==> src/rtl/uart_alu_intf.sv <==
// Byte-to-command bridge between a uart and a combinational ALU: collects A, B and opcode,
// returns the ALU result through the transmitter. Optional inter-byte timeout: UART_ALU_TIMEOUT_EN.
module uart_alu_intf #(
    parameter int NB_DATA        = 8,
    parameter int NB_OP          = 6,
    parameter int TIMEOUT_CYCLES = 5_000_000
) (
    input  logic               i_clk,
    input  logic               i_reset,
    input  logic [NB_DATA-1:0] i_rx_data,
    input  logic               i_rx_done,
    input  logic               i_tx_done,
    input  logic [NB_DATA-1:0] i_alu_result,
    output logic [NB_DATA-1:0] o_alu_a,
    output logic [NB_DATA-1:0] o_alu_b,
    output logic [NB_OP-1:0]   o_alu_op,
    output logic [NB_DATA-1:0] o_tx_data,
    output logic               o_tx_start,
    output logic               o_busy,
    output logic               o_timeout
);

    typedef enum logic [2:0] {IDLE, WAIT_B, WAIT_OP, EXEC, SEND, WAIT_TX} state_t;

    state_t             state, state_nxt;
    logic [NB_DATA-1:0] alu_a_nxt, alu_b_nxt, tx_data_nxt;
    logic [NB_OP-1:0]   alu_op_nxt;
    logic               tx_start_nxt, busy_nxt, timeout_nxt;
    logic               expire;

`ifdef UART_ALU_TIMEOUT_EN
    localparam int CNT_W = $clog2(TIMEOUT_CYCLES + 1);
    logic [CNT_W-1:0] cnt;

    // Counter only runs while waiting for the next byte of a partial command
    always_ff @(posedge i_clk or negedge i_reset) begin
        if (!i_reset)
            cnt <= '0;
        else if (i_rx_done || !(state == WAIT_B || state == WAIT_OP))
            cnt <= '0;
        else
            cnt <= cnt + 1'b1;
    end

    assign expire = (state == WAIT_B || state == WAIT_OP) && !i_rx_done &&
                    (cnt == CNT_W'(TIMEOUT_CYCLES - 1));
`else
    logic unused_timeout_cfg;
    assign unused_timeout_cfg = (TIMEOUT_CYCLES != 0);
    assign expire = 1'b0;
`endif

    always_ff @(posedge i_clk or negedge i_reset) begin
        if (!i_reset) begin
            state      <= IDLE;
            o_alu_a    <= '0;
            o_alu_b    <= '0;
            o_alu_op   <= '0;
            o_tx_data  <= '0;
            o_tx_start <= 1'b0;
            o_busy     <= 1'b0;
            o_timeout  <= 1'b0;
        end else begin
            state      <= state_nxt;
            o_alu_a    <= alu_a_nxt;
            o_alu_b    <= alu_b_nxt;
            o_alu_op   <= alu_op_nxt;
            o_tx_data  <= tx_data_nxt;
            o_tx_start <= tx_start_nxt;
            o_busy     <= busy_nxt;
            o_timeout  <= timeout_nxt;
        end
    end

    always_comb begin
        state_nxt = state;
        case (state)
            IDLE:    if (i_rx_done) state_nxt = WAIT_B;
            WAIT_B:  if (i_rx_done) state_nxt = WAIT_OP; else if (expire) state_nxt = IDLE;
            WAIT_OP: if (i_rx_done) state_nxt = EXEC;    else if (expire) state_nxt = IDLE;
            EXEC:    state_nxt = SEND;
            SEND:    state_nxt = WAIT_TX;
            WAIT_TX: if (i_tx_done) state_nxt = IDLE;
            default: state_nxt = IDLE;
        endcase
    end

    // Outputs are computed one cycle ahead so that every port is a flop
    always_comb begin
        alu_a_nxt    = (state == IDLE    && i_rx_done) ? i_rx_data : o_alu_a;
        alu_b_nxt    = (state == WAIT_B  && i_rx_done) ? i_rx_data : o_alu_b;
        alu_op_nxt   = (state == WAIT_OP && i_rx_done) ? i_rx_data[NB_OP-1:0] : o_alu_op;
        tx_data_nxt  = (state == EXEC) ? i_alu_result : o_tx_data;
        tx_start_nxt = (state == EXEC);
        busy_nxt     = (state_nxt == EXEC) || (state_nxt == SEND) || (state_nxt == WAIT_TX);
        timeout_nxt  = expire;
    end

endmodule

==> config.mk <==
export PLATFORM = sky130hd
export DESIGN_NAME = uart_alu_intf
export DESIGN_NICKNAME = d
export VERILOG_FILES = /design/src/rtl/uart_alu_intf.sv
export SDC_FILE = /design/constraint.sdc
export NUM_CORES = 1
export LEC_CHECK = 0
export ABC_AREA = 1
export BUFFER_PORTS_ARGS = -buffer_cell sky130_fd_sc_hd__buf_2
export CAP_MARGIN = 20
export CORE_UTILIZATION = 31
export CTS_BUF_LIST = sky130_fd_sc_hd__clkbuf_8
export DETAILED_ROUTE_END_ITERATION = 16
export GPL_ROUTABILITY_DRIVEN = 0
export PLACE_DENSITY = 0.56
export SLEW_MARGIN = 25
export SYNTH_ARGS = -nofsm -noshare
export SYNTH_HDL_FRONTEND = slang
export SYNTH_SLANG_ARGS = --single-unit
==> constraint.sdc <==
create_clock -name i_clk -period 3 [get_ports i_clk]
set_input_delay 0.15 -clock i_clk [delete_from_list [all_inputs] [get_ports i_clk]]
set_output_delay 0.15 -clock i_clk [all_outputs]
set_load 0.1 [all_outputs]
* Word level (Yosys, flattened, before mapping)
Index checks and enable logic that the tools add are counted.
** Storage, ports and cells
- Input bits :: 20
- RAM bits :: 0
- Memories :: 0
- Register bits after elaboration :: 35
- Output and inout bits :: 33
- Bits in read-only memories :: 0
- Latch bits :: 0
** Cells by class
- $add $sub $neg :: 0
- Multiplexer cells :: 5
- Shift operators :: 0
- Multiply operators :: 0
- Div/mod/pow operators :: 0
- Bitwise operators :: 0
- $lt $le $gt $ge :: 0
- Reductions and logical operators :: 6
- Equal/unequal tests :: 8
** Operators with widths (count)
- case mux 3 bit (6 select lines) :: 1
- equality test 3 bit (second input constant) :: 4
- two-way mux 3 bit :: 4
- equality test 3 x 2 -> 1 bit (second input constant) :: 3
- equality test 3 x 1 -> 1 bit (second input constant) :: 1
- logical AND 1 bit :: 3
- logical NOT 3 bit :: 1
- logical OR 1 bit :: 2

* Longest topological paths before layout
- Depth in word-level cells :: 5
- Depth in mapped cells :: 7
- Depth with buffers taken out :: 6

* Worst setup path before layout
Ideal clock, no wire load.
- Path kind :: register -> register
- Start :: register, netlist name o_tx_data[0]
- End :: register o_tx_data[0]
- Cell stages (with the launch flop) :: 3
- Arrival :: 1.088 ns
- Required time :: 2.932 ns
- Slack :: 1.844 ns
- Cell sequence :: dfrtp_1 > nand2_1 > nand2_1
** RTL lines
- end signal: assignment :: line 68 : o_tx_data <= tx_data_nxt;
- end: declaration :: line 17 : output logic [NB_DATA-1:0] o_tx_data,

* Worst setup path in the final report
- Start :: register state[2]
- End :: register o_tx_data[5]
** On the way
- Word-level cells in the longest chain between the ends :: 1
** Ends and longest elaborated chain
- start: declaration :: line 25 : state_t state, state_nxt;
- start signal: assignment :: line 64 : state <= state_nxt;
- equality test 3 x 2 -> 1 bit
- named net tx_start_nxt :: line 28 : logic tx_start_nxt, busy_nxt, timeout_nxt;
The timed path passes the listed nets, and every way through them passes these cells.
A chain may end at the register's enable or synchronous reset.

==> results.json <==
{
  "busiest_layer": "met2",
  "synth.distinct_cells": 15,
  "die_x_um": 69.7,
  "cts.sinks": 35,
  "htreeDepth": 2,
  "reg2reg_from": "state[2]",
  "diodes": 0,
  "first_global_vias": 1074,
  "critPathCaptureType": "register",
  "critPathArrivalTime_ns": 1.51,
  "synth_area_mm2": 0.00142,
  "cts_tree": "built",
  "crit_fanout": 11,
  "critPathBufInv": 1,
  "clkSlewWorstSetupHoldPaths_ns": 0.06,
  "r2r_end": "o_tx_data[5]",
  "r2r_slack_ns": 1.67,
  "slowest_stage": "dfrtp_1",
  "dieArea_mm2": 0.00486,
  "post_drt_wl_per_cell_um": 12.1,
  "drive_gt1_share_pct": 31.9,
  "outcome": "finished clean",
  "drtAntennaViolNets": 0,
  "dp_hpwl_um": 2250,
  "met1_usage_pct": 19.2,
  "drt_iter0_markers": 79,
  "routed_wl_um": 3120,
  "viasPerCell": 4.49,
  "cts_root_buf": "clkbuf_8",
  "cts_setup_buffers": 0,
  "min_to": "o_tx_data[1]",
  "fmax_mhz": 750,
  "vias": 1162,
  "startpoint": "state[2]",
  "grtUsageTotal_pct": 13.8,
  "design.portCount": 53,
  "tightestPinTransition_ns": 0.771,
  "cpMostUsedCell": "nand2_1",
  "area_growth_pct": 26.3,
  "yosysSeqAreaShare_pct": 61.7,
  "cts_buffer_depth": 2,
  "grt_first_pass_wirelength_um": 5270,
  "fin_crit_sh_pct": 44.5,
  "portBuffers": 51,
  "core_mm2": 0.00438,
  "fp.dieH_um": 69.7,
  "cts_made_buffers": 5,
  "post_cts_resized": 0,
  "syn_avg_cell_area_um2": 9.28,
  "first_pass_iters": 4,
  "synth_cells": 153,
  "drv_cap": 0,
  "finalSetupViolations": 0,
  "hp-start": "i_alu_result[1]",
  "rsz0062_at_grt": "false",
  "fill_cells": 467,
  "worstHoldPathCells": 3,
  "ys_seq_elements": 35,
  "grtUsageMet2_pct": 20.7,
  "antenna_found_initial": 0,
  "post-route-drc-count": 0,
  "path_cells": "nor2_1 > nand2_1 > inv_2 > nand2_1 > nand2_1",
  "rows": 24,
  "synth_nets": 173,
  "multi_input_area_um2": 495,
  "ff_latch_area_um2": 876,
  "finalHoldViolations": 0,
  "overflow": 0,
  "final_core_utilization_pct": 40.9,
  "period_minus_slack_ns": 1.33,
  "start_util_pct": 32.4,
  "tns_ns": 0,
  "yosys_warnings": 0,
  "clock_skew_ns": 0.00187,
  "path_delay_family": "simple AND/OR/NAND/NOR gates",
  "grt_max_degree": 36,
  "final_nets": 228,
  "reg2reg_depth": 5,
  "max_slew_margin_pct": 48.6,
  "worstHoldPathType": "input pin to register",
  "worstSetupPathType": "register to register",
  "max_stage_delay_ns": 0.52,
  "clk-insertion-delay-late_ns": 0.28,
  "final_max_slew_viol_count": 0,
  "worst-endpoint-required_ns": 3.17,
  "met3_usage_pct": 3.63,
  "worstSetupStartpointType": "register"
}
-- final cells by class --
type | count | area share [%]
Tap cell | 52 | 3.63
Inverter | 5 | 1.05
Timing Repair Buffer | 52 | 14.8
Sequential cell | 35 | 48.8
Clock buffer | 5 | 3.84
Clock inverter | 1 | 0.209
Multi-Input combinational cell | 109 | 27.6
-- cells in the mapped netlist --
library cell  count  area [um2]
nand2_1          74         278
dfrtp_1          35         876
nand3_1          25         125
inv_1             3        11.3
nand2_4           3        33.8
buf_4             2        15.0
inv_2             2        7.51
nor2_4            2        22.5
buf_6             1        11.3
clkbuf_1          1        3.75
conb_1            1        3.75
nand2_2           1        6.26
nor2_1            1        3.75
nor2_2            1        6.26
nor3_4            1        16.3
-- sequential cells by signal (all words and copies together) (netlist names) --
signal / cells
o_alu_op: 6
o_busy: 1
o_tx_data: 8
state: 3
o_alu_a: 8
o_alu_b: 8
o_tx_start: 1
-- metrics by stage --
| stage | hold slack, ns | setup WS (ns) | instances | cell area (um2) |
|---|---|---|---|---|
| final | 0.0601 | 1.67 | 259 | 1790 |
| after floorplan | -0.146 | 1.84 | 153 | 1420 |
| after global placement | 0.279 | 1.67 | 252 | 1710 |
| after global routing | 0.0677 | 1.52 | 259 | 1790 |
| after CTS | 0.0475 | 1.64 | 259 | 1790 |
| after detailed placement | 0.273 | 1.66 | 252 | 1710 |
-- cells by family after synthesis --
group / count (synthesis) / synth area share [%]
buffers and inverters: 9 / 3.44
flip-flops: 35 / 61.7
other: 1 / 0.264
AND/OR/NAND/NOR: 108 / 34.6
-- layout by cell type, fill, tap and decap left out, types with 2 or more instances in the layout --
cell / synthesis / routed
nand2_1: 74 / 74
buf_2: 0 / 51
dfrtp_1: 35 / 35
nand3_1: 25 / 25
clkbuf_8: 0 / 5
inv_1: 3 / 4
nand2_4: 3 / 3
inv_2: 2 / 2
nor2_4: 2 / 2
-- worst reg2reg max path: stages (launching register included) --
cell and delay (ns):
dfrtp_1 0.52, nor2_1 0.09, nand2_1 0.31, inv_2 0.16, nand2_1 0.10, nand2_1 0.05
-- worst max path at each step --
| stage | end | slack (ns) | depth (start not counted) |
|---|---|---|---|
| 3_5_place_dp | o_tx_data[4] | 1.66 | 5 |
| 2_1_floorplan | o_tx_data[0] | 1.84 | 2 |
| 4_1_cts | o_tx_data[6] | 1.64 | 5 |
| 6_report | o_tx_data[5] | 1.67 | 5 |
| 5_1_grt | o_tx_data[5] | 1.52 | 5 |
| 3_3_place_gp | o_tx_data[2] | 1.67 | 6 |
-- metal layers --
layer	share of wire, %	vias to the layer above
li1	-	589
met2	46	23
met3	4.3	5
met1	48	545
met4	1.6	0
met5	0	-
-- repair_timing --
action,CTS,global route
setup endpoints to repair,0,0
hold buffers,1,0
hold endpoints to repair,35,0
Power is left out: the tool's default activity adds up to more than one toggle a clock period on the data nets, which glitch-free logic cannot reach.
